<file path="config.mk">
export PLATFORM = sky130hd
export DESIGN_NAME = alu_commit_arbiter
export DESIGN_NICKNAME = d
export VERILOG_FILES = /design/src/rtl/alu_commit_arbiter.sv
export SDC_FILE = /design/constraint.sdc
export NUM_CORES = 1
export LEC_CHECK = 0
export BUFFER_PORTS_ARGS = -buffer_cell sky130_fd_sc_hd__buf_2
export CAP_MARGIN = 20
export CELL_PAD_IN_SITES_DETAIL_PLACEMENT = 1
export CELL_PAD_IN_SITES_GLOBAL_PLACEMENT = 1
export CORE_UTILIZATION = 33
export CTS_CLUSTER_DIAMETER = 40
export CTS_CLUSTER_SIZE = 16
export DETAILED_ROUTE_END_ITERATION = 6
export GPL_TIMING_DRIVEN = 1
export PLACE_DENSITY_LB_ADDON = 0.1
export SLEW_MARGIN = 10
export SYNTH_ARGS = -nofsm -noshare
export SYNTH_HDL_FRONTEND = slang
export SYNTH_SLANG_ARGS = --single-unit
</file>
<file path="constraint.sdc">
create_clock -name clk -period 5.2 [get_ports clk]
set_clock_uncertainty 0.15 [all_clocks]
set_input_delay 0 -clock clk [delete_from_list [all_inputs] [get_ports clk]]
set_output_delay 0 -clock clk [all_outputs]
set_load 0.005 [all_outputs]
</file>
<file path="src/rtl/alu_commit_arbiter.sv">
// alu_commit_arbiter: merges ALU sub-unit commit streams onto one
// registered commit port, round-robin with a starvation override.
module alu_commit_arbiter #(
    parameter int NUM_INPUTS = 2,
    parameter int DATAW      = 64,
    parameter int MAX_WAIT   = 8,
    parameter int SEL_W      = (NUM_INPUTS > 1) ? $clog2(NUM_INPUTS) : 1
) (
    input  logic                        clk,
    input  logic                        reset,
    input  logic [NUM_INPUTS-1:0]       valid_in,
    input  logic [NUM_INPUTS*DATAW-1:0] data_in,
    output logic [NUM_INPUTS-1:0]       ready_in,
    output logic                        valid_out,
    output logic [DATAW-1:0]            data_out,
    input  logic                        ready_out,
    output logic [SEL_W-1:0]            sel_out,
    output logic                        starve_out
);

    localparam int CNT_W = $clog2(MAX_WAIT + 1);
    localparam logic [CNT_W-1:0] CNT_MAX = CNT_W'(MAX_WAIT);

    logic [SEL_W-1:0]      ptr;
    logic [CNT_W-1:0]      wait_cnt [NUM_INPUTS];
    logic                  can_accept;
    logic                  found;
    logic                  any_grant;
    logic                  ovr_hit;
    logic [NUM_INPUTS-1:0] grant;
    logic [SEL_W-1:0]      grant_idx;
    logic [SEL_W-1:0]      ptr_nxt;
    logic [DATAW-1:0]      data_sel;

    assign can_accept = ~valid_out | ready_out;
    assign ready_in   = grant;
    assign ptr_nxt    = (grant_idx == SEL_W'(NUM_INPUTS - 1))
                      ? '0 : grant_idx + 1'b1;

    // Winner: lowest starved input, else first valid scanning from ptr
    always_comb begin
        grant     = '0;
        grant_idx = '0;
        found     = 1'b0;
        ovr_hit   = 1'b0;
        data_sel  = '0;
        for (int i = 0; i < NUM_INPUTS; i++) begin
            if (!found && valid_in[i] && wait_cnt[i] == CNT_MAX) begin
                found     = 1'b1;
                ovr_hit   = 1'b1;
                grant_idx = SEL_W'(i);
            end
        end
        // Upper half of the ring (ptr..N-1), then wrap to the bottom
        for (int i = 0; i < NUM_INPUTS; i++) begin
            if (!found && valid_in[i] && SEL_W'(i) >= ptr) begin
                found     = 1'b1;
                grant_idx = SEL_W'(i);
            end
        end
        for (int i = 0; i < NUM_INPUTS; i++) begin
            if (!found && valid_in[i]) begin
                found     = 1'b1;
                grant_idx = SEL_W'(i);
            end
        end
        any_grant = found & reset & can_accept;
        for (int i = 0; i < NUM_INPUTS; i++) begin
            if (SEL_W'(i) == grant_idx) begin
                grant[i] = any_grant;
                data_sel = data_in[i*DATAW +: DATAW];
            end
        end
    end

    // Output register and round-robin pointer
    always_ff @(posedge clk) begin
        if (!reset) begin
            valid_out  <= 1'b0;
            data_out   <= '0;
            sel_out    <= '0;
            starve_out <= 1'b0;
            ptr        <= '0;
        end else if (can_accept) begin
            valid_out <= any_grant;
            if (any_grant) begin
                data_out   <= data_sel;
                sel_out    <= grant_idx;
                starve_out <= ovr_hit;
                ptr        <= ptr_nxt;
            end
        end
    end

    // Per-input wait counters; frozen while the output is stalled
    always_ff @(posedge clk) begin
        for (int i = 0; i < NUM_INPUTS; i++) begin
            if (!reset || grant[i] || !valid_in[i]) begin
                wait_cnt[i] <= '0;
            end else if (can_accept && wait_cnt[i] != CNT_MAX) begin
                wait_cnt[i] <= wait_cnt[i] + 1'b1;
            end
        end
    end

    a_ready_onehot: assert property (
        @(posedge clk) disable iff (!reset) $onehot0(ready_in));

    a_out_stable: assert property (
        @(posedge clk) disable iff (!reset)
        valid_out && !ready_out |=> $stable(data_out));

    for (genvar g = 0; g < NUM_INPUTS; g++) begin : g_hold
        a_valid_hold: assert property (
            @(posedge clk) disable iff (!reset)
            valid_in[g] && !ready_in[g] |=> valid_in[g]);
    end

endmodule

</file>
==> results of run 1 <==
==> logic make-up after synthesis <==
logic type,Yosys count,share of synthesized area
AO/OA/AOI/OAI,134,0.203
AND/OR/NAND/NOR,34,0.0529
flip-flops,76,0.473
buffers and inverters,35,0.0569
multiplexers,64,0.189
adder cells (fa/ha/maj),4,0.0148
XOR/XNOR,4,0.0104
==> stage by stage <==
| stage | power [mW] | instance area, sq um | utilization |
|---|---|---|---|
| finish | 1.61 | 6010 | 0.610 |
| global route | 1.68 | 6010 | 0.610 |
| CTS | 1.60 | 6010 | 0.609 |
| detailed placement | 0.962 | 4460 | 0.452 |
| global placement | 0.951 | 4440 | 0.450 |
| floorplan | 0.826 | 3380 | - |
==> state kept, by name, summed over array words and instances, names as in the netlist <==
register,count
wait_cnt,8
ptr,1
sel_out,1
starve_out,1
data_out,64
valid_out,1
==> synth_stat cells (all sizes together) (2+ instances only) <==
library cell,n
ha,4
nor2,15
inv,7
xnor2,2
nand3,4
edfxtp,8
buf,9
a21oi,65
nand2,2
nand2b,2
o21ai,66
dfxtp,68
clkbuf,19
xor2,2
mux2i,64
and2,2
==> cell type report <==
class                           count  area, sq um  share of cell area
Clock inverter                      3         66.3              0.0110
Tap cell                          133          166              0.0277
Timing Repair Buffer              337         2370               0.394
Clock buffer                       13          170              0.0283
Multi-Input combinational cell    240         1610               0.268
Sequential cell                    76         1600               0.266
Inverter                            7         26.3             0.00437
Antenna cell                        2         5.00            0.000832
==> metal layers <==
metal	routed length, um	global-route usage	vias up
met1	5340	0.275	1903
met4	572	0.138	0
li1	-	-	1904
met3	630	0.0511	41
met2	8030	0.535	134
met5	0	0	-
==> final timing paths <==
| path | to | slack [ns] |
|---|---|---|
| setup reg to reg | data_out[24] | 2.25 |
| hold reg to reg | starve_out | 0.33 |
| hold / removal | wait_cnt[0][3] | 0.03 |
| setup / recovery | data_out[24] | 2.25 |
==> layout by cell type (no fill, tap or decap), drive strengths merged, types with 4 or more instances in the layout <==
master	count
a21oi	65
mux2i	64
nor2	15
ha	4
dlygate4sd3	131
dfxtp	68
edfxtp	8
buf	206
o21ai	66
clkbuf	13
inv	8
nand3	4
==> power groups by stage <==
stage	logic (mW)	registers (mW)	clock network, mW
after floorplan	0.139	0.687	0
after global placement	0.270	0.681	0
after detailed placement	0.279	0.682	0
after CTS	0.382	0.670	0.545
after global routing	0.434	0.679	0.571
final	0.401	0.673	0.535
==> worst reg2reg max path, stage by stage (launching register included) <==
cell           delay [ns]
edfxtp_1             0.41
inv_1                0.07
ha_1                 0.19
and3b_1              0.23
o221ai_4             0.21
buf_4                0.54
mux2i_1              0.37
dlygate4sd3_1        0.58
a21oi_1              0.06
==> metrics, run 1 <==
register bit total from synthesis=76; clock tree root buffer cell=clkbuf_8; H-tree levels=3; f_max=0.339 GHz; post-synthesis async set-or-reset flop share=0; status=finished clean; final cell count without fillers=811; combinational power share=0.249; slowest stage delay, CP=0.58 ns; maximum vdd drop=0.135 mV; path length in cells of the critical path=8; WP buf/inv=3; Avg WL per Cell=18.0 um; CP arrival=3.00 ns; Fin Hold WS=0.0263 ns; Synth area leaders=dfxtp_1 (40%), mux2i_1 (19%), o21ai_0 (9.8%), a21oi_1 (9.6%), edfxtp_1 (7.1%); Sw Ratio=0.266; Starting Density=0.343; Die Span Y=103 um; largest net degree at the start of global routing=73; Cell Chain, Critical Path=inv_1 > ha_1 > and3b_1 > o221ai_4 > buf_4 > mux2i_1 > dlygate4sd3_1 > a21oi_1; Least-Margin Pin Slew=0.640 ns; Max Root-Sink Buffers=2; EDFF count, synth=8; hold crit path type=input pin to flop; number of iterations in the first detailed-routing pass=4; worst hold stages=2; PortBufs=201; routed wire length=14600 um; synthesized area=3380 sq um; Final setup viols=0; worst-skew pair later-pin latency=0.34 ns; DR vias/cell=4.91; placed wire-length estimate=7470 um; drt first-iter violations=85; die width=103 um; P_leak=3.01 nW; Final Cycle Share=0.568; vias=3982; Primary FF master, synth=dfxtp_1; Fin Setup TNS=0 ns; Setup crit start kind=flop; synth warn=0; CTS buffer count=9; Area Overhead vs Synth=77.7%; die footprint=10700 sq um; vias in the first global route=4398; gr usage total=0.273; Final Hold Fails=0; relative max-transition margin=0.573; first-pass GRT wire length=21800 um; CP startpoint=wait_cnt[1][0]; min cycle time layout=2.95 ns; antenna-violating nets left=0; clock share of power=0.332; Placed Cells=662; post-synth cell types=32; DRC=0; # hold bufs at CTS=131; GP Congestion=0.731; row count=36; # Max-Cap Violations=0; required time of the critical path=5.25 ns; grt ovf=0; CTS tree=built; P_sw=0.429 mW; Clock Sinks=76; RSZ-0062 raised after global routing=false; NumNets Final=808; R2R cell count=8; share of layout cells above drive strength 1=0.333; area fraction of the dominant cell type after synthesis=0.402; Worst path top cell family by delay=buffers and inverters; Pint=1.18 mW; Slowest-stage cell, CP=dlygate4sd3_1; sequential power share=0.418; I/O pin cnt=202; Clock transition at path regs=0.08 ns; FF-to-FF Start=wait_cnt[1][0]; CP Capture Type=flop; Seq/Total Area, Yosys=0.473; leading area contributor after synthesis=dfxtp_1; post-CTS setup buffers=0; final slew viol count=0; worst setup path class=flop to flop; FILL cells=1190; Hold Startpoint=valid_in[0]; core box area=9860 sq um; setup ws final=2.25 ns; Power Density=268 nW/um^2; post-cts repair resize count=0; pre-CTS setup slack=2.44 ns; maximum fanout along the worst path=37; initial antenna violation count=2; Mean Syn Cell Area=9.64 sq um; Syn Inst Count=351; Post-Syn Nets=488
Note: power is estimated with default switching activity, not from simulation.
==> inputs of run 2 (changes only) <==
--- a/config.mk
+++ b/config.mk
@@ -5,11 +5,12 @@
 export SDC_FILE = /design/constraint.sdc
 export NUM_CORES = 1
 export LEC_CHECK = 0
+export ABC_AREA = 1
 export BUFFER_PORTS_ARGS = -buffer_cell sky130_fd_sc_hd__buf_2
 export CAP_MARGIN = 20
 export CELL_PAD_IN_SITES_DETAIL_PLACEMENT = 1
 export CELL_PAD_IN_SITES_GLOBAL_PLACEMENT = 1
-export CORE_UTILIZATION = 33
+export CORE_UTILIZATION = 30
 export CTS_CLUSTER_DIAMETER = 40
 export CTS_CLUSTER_SIZE = 16
 export DETAILED_ROUTE_END_ITERATION = 6
==> constraint.sdc (replaced) <==
create_clock -name clk -period 2.8 [get_ports clk]
set_clock_uncertainty 0.15 [all_clocks]
set_input_delay 0 -clock clk [delete_from_list [all_inputs] [get_ports clk]]
set_output_delay 0 -clock clk [all_outputs]
set_load 0.005 [all_outputs]
==> run 2 against run 1 <==
Against the previous run: worst setup slack worse by 2.0 ns; wire length is 7.2% higher; global-route usage is 4.5 points lower; first-iteration DRC count grew to 2.9 times the previous value; total power is 89% higher; flip-flop and latch count stayed put; non-clock buffer count is 4 higher; count of clock-buffer cells in the layout is 1 lower; largest cell class unchanged; largest power group unchanged.
==> metrics, run 2 <==
status=finished clean; share of layout cells above drive strength 1=0.238 (-0.0948); final slew viol count=0 (unchanged); DR vias/cell=4.62 (-5.8%); Post-Syn Nets=759 (+56%); slowest stage delay, CP=0.56 ns (-0.02 ns); vias=5128 (+29%); I/O pin cnt=202 (unchanged); Syn Inst Count=622 (+77%); Cell Chain, Critical Path=dlygate4sd3_1 > buf_2 > inv_2 > nor2_1 > nand2_4 > inv_4 > buf_4 > nand3_1 > nand2_1 > nor2_1 > dlygate4sd3_1 > nor2_1; gr usage total=0.229 (-0.0445); f_max=0.385 GHz; PortBufs=201 (unchanged); FF-to-FF Start=valid_out; drt first-iter violations=246 (+190%); DRC=0 (unchanged); area fraction of the dominant cell type after synthesis=0.344 (-0.0585); Final setup viols=0 (unchanged); setup ws final=0.204 ns (-2.04 ns); final cell count without fillers=1109 (+37%); largest register by flop count=data_out; row count=41 (+14%); post-synth cell types=20 (-38%); RSZ-0062 raised after global routing=false; antenna-violating nets left=0 (unchanged); max reg flops=64 (unchanged); first-pass GRT wire length=24400 um (+12%); die footprint=13700 sq um (+28%); maximum vdd drop=0.245 mV (+81%); GP Congestion=0.738 (+0.88%); required time of the critical path=2.92 ns (-2.33 ns); highest metal used=met4; EDFF count, synth=8 (unchanged); Avg WL per Cell=14.1 um (-22%); most common cell after layout, fill and taps aside=buf_2; commonest cells after routing, fill and taps aside=buf_2 (201), nand2_1 (138), dlygate4sd3_1 (133), nor2_1 (123), nand3_1 (88); NumNets Final=1069 (+32%); Synth top cells by count=nand2_1 (139), nor2_1 (123), nand3_1 (89); leading area contributor after synthesis=dfxtp_1; Final Hold Fails=0 (unchanged); pre-CTS setup slack=0.569 ns (-1.87 ns); die width=117 um (+13%); P_leak=3.49 nW (+16%); CTS buffer count=9 (unchanged); CP startpoint=reset; Starting Density=0.311 (-0.0318); Power Density=455 nW/um^2 (+70%); Max Root-Sink Buffers=2 (unchanged); crit-path most repeated cell=nor2_1; worst-skew pair later-pin latency=0.33 ns (about the same); worst reg2reg setup slack=0.25 ns (-2.00 ns); Synth area leaders=dfxtp_1 (34%), nand2_1 (13%), nor2_1 (12%), nand3_1 (11%), inv_1 (7.4%); Cell Area, Placed=5080 sq um (+14%); Largest regs=data_out (64), wait_cnt (8); FILL cells=1704 (+43%); CP arrival=2.71 ns (-0.29 ns); Placed Cells=960 (+45%); synthesized area=3960 sq um (+17%); Hold Startpoint=valid_in[0]; R2R cell count=11 (+3); Met3 Wirelength=734 um (+17%); vias in the first global route=5347 (+22%); initial antenna violation count=0 (-2); CP Capture Type=flop; clock tree root buffer cell=clkbuf_16; worst setup path class=input pin to flop; Die Span Y=117 um (+13%); hold crit path type=input pin to flop; # Max-Cap Violations=0 (unchanged); Setup crit start kind=input pin; synth warn=0 (unchanged); number of iterations in the first detailed-routing pass=4 (unchanged); relative max-transition margin=0.555 (-0.0178); worst hold stages=2 (unchanged); placed wire-length estimate=9090 um (+22%); Slowest-stage cell, CP=dlygate4sd3_1; min cycle time layout=2.60 ns; post-CTS setup buffers=0 (unchanged); grt ovf=0 (unchanged); register bit total from synthesis=76 (unchanged); post-synthesis async set-or-reset flop share=0 (unchanged); Clock Sinks=76 (unchanged); maximum fanout along the worst path=42 (+14%); met2 WL post-DR=8050 um (+0.20%); routed wire length=15600 um (+7.2%); Seq/Total Area, Yosys=0.404 (-0.0688); Final Cycle Share=0.927; n_diodes=0 (-2); fin area=6670 sq um (+11%); largest net degree at the start of global routing=121 (+66%); Mean Syn Cell Area=6.37 sq um (-34%); Primary FF master, synth=dfxtp_1; count leader, synth=nand2_1; Area Overhead vs Synth=68.4%; met1 wire length=6340 um (+19%); CTS tree=built; core box area=12700 sq um (+29%); Clock transition at path regs=0.06 ns (-0.02 ns); Fin Setup TNS=0 ns (unchanged); H-tree levels=3 (unchanged); Least-Margin Pin Slew=0.667 ns (+0.0268 ns)
-- run 2: cell types whose count changed after synthesis, sizes merged, moves of 64 or more --
| cell | before | now |
|---|---|---|
| inv | 7 | 81 |
| mux2i | 64 | 0 |
| nand2 | 2 | 139 |
| nand3 | 4 | 89 |
| nor2 | 15 | 123 |
| o21ai | 66 | 1 |
-- run 2: cells by family (layout without fill, tap and decap cells) --
kind of cell / after synthesis / after routing / synth area share
buf+inv: 123 / 438 / 0.130
simple gates: 409 / 409 / 0.435
flops: 76 / 76 / 0.404
fa+ha+maj: 4 / 4 / 0.0126
xor+xnor: 4 / 4 / 0.00885
compound gates: 6 / 6 / 0.00885
-- run 2: metrics by stage --
| stage | hold WS, ns | total power [mW] | utilization |
|---|---|---|---|
| floorplan | -0.0524 | 1.55 | - |
| global placement | 0.165 | 1.78 | 0.399 |
| detailed placement | 0.169 | 1.80 | 0.399 |
| CTS | 0.0203 | 3.06 | 0.524 |
| global route | 0.0472 | 3.21 | 0.524 |
| finish | 0.0271 | 3.04 | 0.524 |
-- run 2: path summary, 6_finish.rpt --
check	endpoint
worst max-delay path	data_out[51]
worst min-delay path	wait_cnt[0][3]
worst max register to register	data_out[51]
worst min register to register	sel_out
-- run 2: worst max-delay path: cells and delay by family --
| kind | cells | cell delay, ns |
|---|---|---|
| simple gates | 6 | 0.59 |
| buf+inv | 6 | 2.07 |
-- run 2: layout make-up --
class / count / area [sq um] / area share
timing repair buffer: 341 / 2430 / 0.364
clock buffer: 12 / 236 / 0.0355
inverter: 81 / 307 / 0.0460
clock inverter: 4 / 16.3 / 0.00244
tap: 172 / 215 / 0.0323
multi-input combinational: 423 / 1860 / 0.280
sequential: 76 / 1600 / 0.240
-- run 2: where the power goes --
group / leakage [nW] / total (mW) / switching, mW / internal, mW
Combinational: 2.72 / 0.797 / 0.379 / 0.418
Clock: 0.123 / 1.02 / 0.432 / 0.590
Sequential: 0.653 / 1.22 / 0.0410 / 1.18
-- run 2: routing by layer --
metal	up-vias	track usage
met5	-	0
met4	0	0.111
met3	36	0.0433
met2	142	0.427
met1	2406	0.248
li1	2544	-
-- run 2: what timing repair did --
action                     in CTS  in global routing
setup endpoints to repair       0                 32
hold buffers                  133                  0
resized for setup               0                  2
hold endpoints to repair       66                  0
==> inputs of run 3 (changes only) <==
--- a/config.mk
+++ b/config.mk
@@ -8,14 +8,12 @@
 export ABC_AREA = 1
 export BUFFER_PORTS_ARGS = -buffer_cell sky130_fd_sc_hd__buf_2
 export CAP_MARGIN = 20
-export CELL_PAD_IN_SITES_DETAIL_PLACEMENT = 1
-export CELL_PAD_IN_SITES_GLOBAL_PLACEMENT = 1
-export CORE_UTILIZATION = 30
+export CORE_UTILIZATION = 46
 export CTS_CLUSTER_DIAMETER = 40
 export CTS_CLUSTER_SIZE = 16
 export DETAILED_ROUTE_END_ITERATION = 6
 export GPL_TIMING_DRIVEN = 1
-export PLACE_DENSITY_LB_ADDON = 0.1
+export PLACE_DENSITY = 0.81
 export SLEW_MARGIN = 10
 export SYNTH_ARGS = -nofsm -noshare
 export SYNTH_HDL_FRONTEND = slang
==> run 3 against run 2 <==
Against the previous run: via count rose by 4.5%; design area fell by 2.1%; clock power fell by 26%; combinational power barely moved; sequential share of layout area rose by 0.53 points; total power fell by 8.9%; flip-flop and latch count did not move; register-to-register slack got worse by 0.12 ns; global-route usage rose by 8.0 points; largest cell class unchanged.
==> metrics, run 3 (synthesis gave the netlist of run 2 again) <==
Die Span Y=94.8 um (-19%); gr usage total=0.309 (+0.0802); CP arrival=2.73 ns (+0.02 ns); vias in the first global route=5083 (-4.9%); CP Capture Type=flop; commonest cells after routing, fill and taps aside=buf_2 (201), nand2_1 (138), dlygate4sd3_1 (133), nor2_1 (123), nand3_1 (88); Fin Setup TNS=0 ns (unchanged); CTS tree=built; max reg flops=64 (unchanged); hold crit path type=input pin to flop; largest register by flop count=data_out; worst-skew pair later-pin latency=0.34 ns (about the same); PortBufs=201 (unchanged); most common cell after layout, fill and taps aside=buf_2; final slew viol count=0 (unchanged); maximum vdd drop=0.277 mV (+13%); H-tree levels=3 (unchanged); Starting Density=0.480 (+0.168); Least-Margin Pin Slew=0.640 ns (-0.0268 ns); drt first-iter violations=310 (+26%); Fin Hold WS=0.0509 ns (+0.0237 ns); CTS buffer count=9 (unchanged); grt ovf=0 (unchanged); Avg WL per Cell=13.9 um (-1.5%); Largest regs=data_out (64), wait_cnt (8); first-pass GRT wire length=21800 um (-10%); RSZ-0062 raised after global routing=false; maximum fanout along the worst path=97 (+130%); post-layout util=0.790 (+0.266); Setup crit start kind=flop; Max Root-Sink Buffers=2 (unchanged); Clock Sinks=76 (unchanged); # Max-Cap Violations=0 (unchanged); GP Congestion=0.812 (+10%); required time of the critical path=2.86 ns (-0.06 ns); R2R cell count=10 (-1); I/O pin cnt=202 (unchanged); largest net degree at the start of global routing=121 (unchanged); vias=5357 (+4.5%); Final Hold Fails=0 (unchanged); Final Cycle Share=0.953 (+0.0254); clock tree root buffer cell=clkbuf_8; worst hold stages=2 (unchanged); number of iterations in the first detailed-routing pass=5 (+1); row count=33 (-20%); FILL cells=527 (-69%); Power Density=424 nW/um^2 (-6.9%); n_diodes=0 (unchanged); Clock transition at path regs=0.09 ns (+0.03 ns); Final setup viols=0 (unchanged); Area Overhead vs Synth=64.8%; routed wire length=14500 um (-7.3%); status=finished clean; P_leak=3.49 nW (-0.15%); min cycle time layout=2.67 ns (+0.0712 ns); die width=94.8 um (-19%); share of layout cells above drive strength 1=0.245 (+0.00695); antenna-violating nets left=0 (unchanged); NumNets Final=1071 (+0.19%); relative max-transition margin=0.573 (+0.0179); initial antenna violation count=0 (unchanged); DRC=0 (unchanged); placed wire-length estimate=7280 um (-20%); f_max=0.375 GHz (-2.7%); die footprint=8980 sq um (-34%); DR vias/cell=5.13 (+11%); worst setup path class=flop to flop; core box area=8260 sq um (-35%)
==> run 3: cell count changes in the layout (fill, tap and decap cells not counted), moves of 2 or more <==
cell	delta
inv_4	+3
clkinv_1	-3
clkbuf_1	-2
clkbuf_16	-9
clkbuf_8	+9
==> run 3: per-layer routing <==
| layer | GRT usage | up-vias | share of wire |
|---|---|---|---|
| met4 | 0.213 | 0 | 0.052 |
| met1 | 0.324 | 2462 | 0.37 |
| li1 | - | 2551 | - |
| met5 | 0 | - | 0 |
| met2 | 0.553 | 269 | 0.51 |
| met3 | 0.0604 | 75 | 0.064 |
==> run 3: path summary, 6_finish.rpt <==
kind	startpoint	endpoint	slack (ns)
min reg2reg	ptr	ptr	0.32
max	valid_out	data_out[3]	0.13
max reg2reg	valid_out	data_out[3]	0.13
min	reset	wait_cnt[0][2]	0.05
==> run 3: critical path, stage by stage, from the launching register on <==
cell	delay, ns
dfxtp_1	0.33
inv_1	0.04
nor2_1	0.22
inv_2	0.10
nand2_4	0.09
buf_4	0.28
buf_16	0.32
nor3_1	0.10
nor2_1	0.14
dlygate4sd3_1	0.60
nor2_1	0.06
==> run 3: metrics by stage <==
step / instances / power [mW] / setup slack [ns] / cell area [sq um]
after floorplan: 622 / 1.55 / 1.03 / 3960
after global placement: 892 / 1.75 / 0.557 / 4980
after detailed placement: 892 / 1.77 / 0.480 / 4980
after CTS: 1041 / 2.72 / 0.0110 / 6470
after global routing: 1044 / 2.91 / 0.0415 / 6530
final: 1044 / 2.77 / 0.132 / 6530
==> run 3: where the power goes <==
part / internal [mW] / total (mW) / switching [mW]
Clock: 0.323 / 0.752 / 0.429
Sequential: 1.17 / 1.22 / 0.0436
Combinational: 0.419 / 0.797 / 0.378
Total: 1.92 / 2.77 / 0.851
==> run 3: repair_timing <==
item | in CTS | in global routing
endpoints found under the hold margin | 66 | 0
endpoints found under the setup margin | 0 | 45
resized for setup | 0 | 3
hold buffers | 133 | 0
buffers inserted | 0 | 1
==> run 3: cell type report <==
type / instances / area (sq um) / share of cell area
Clock inverter: 6 / 37.5 / 0.00575
Sequential cell: 76 / 1600 / 0.245
Timing Repair Buffer: 342 / 2450 / 0.375
Tap cell: 105 / 131 / 0.0201
Multi-Input combinational cell: 424 / 1870 / 0.287
Clock buffer: 10 / 128 / 0.0196
Inverter: 81 / 307 / 0.0470
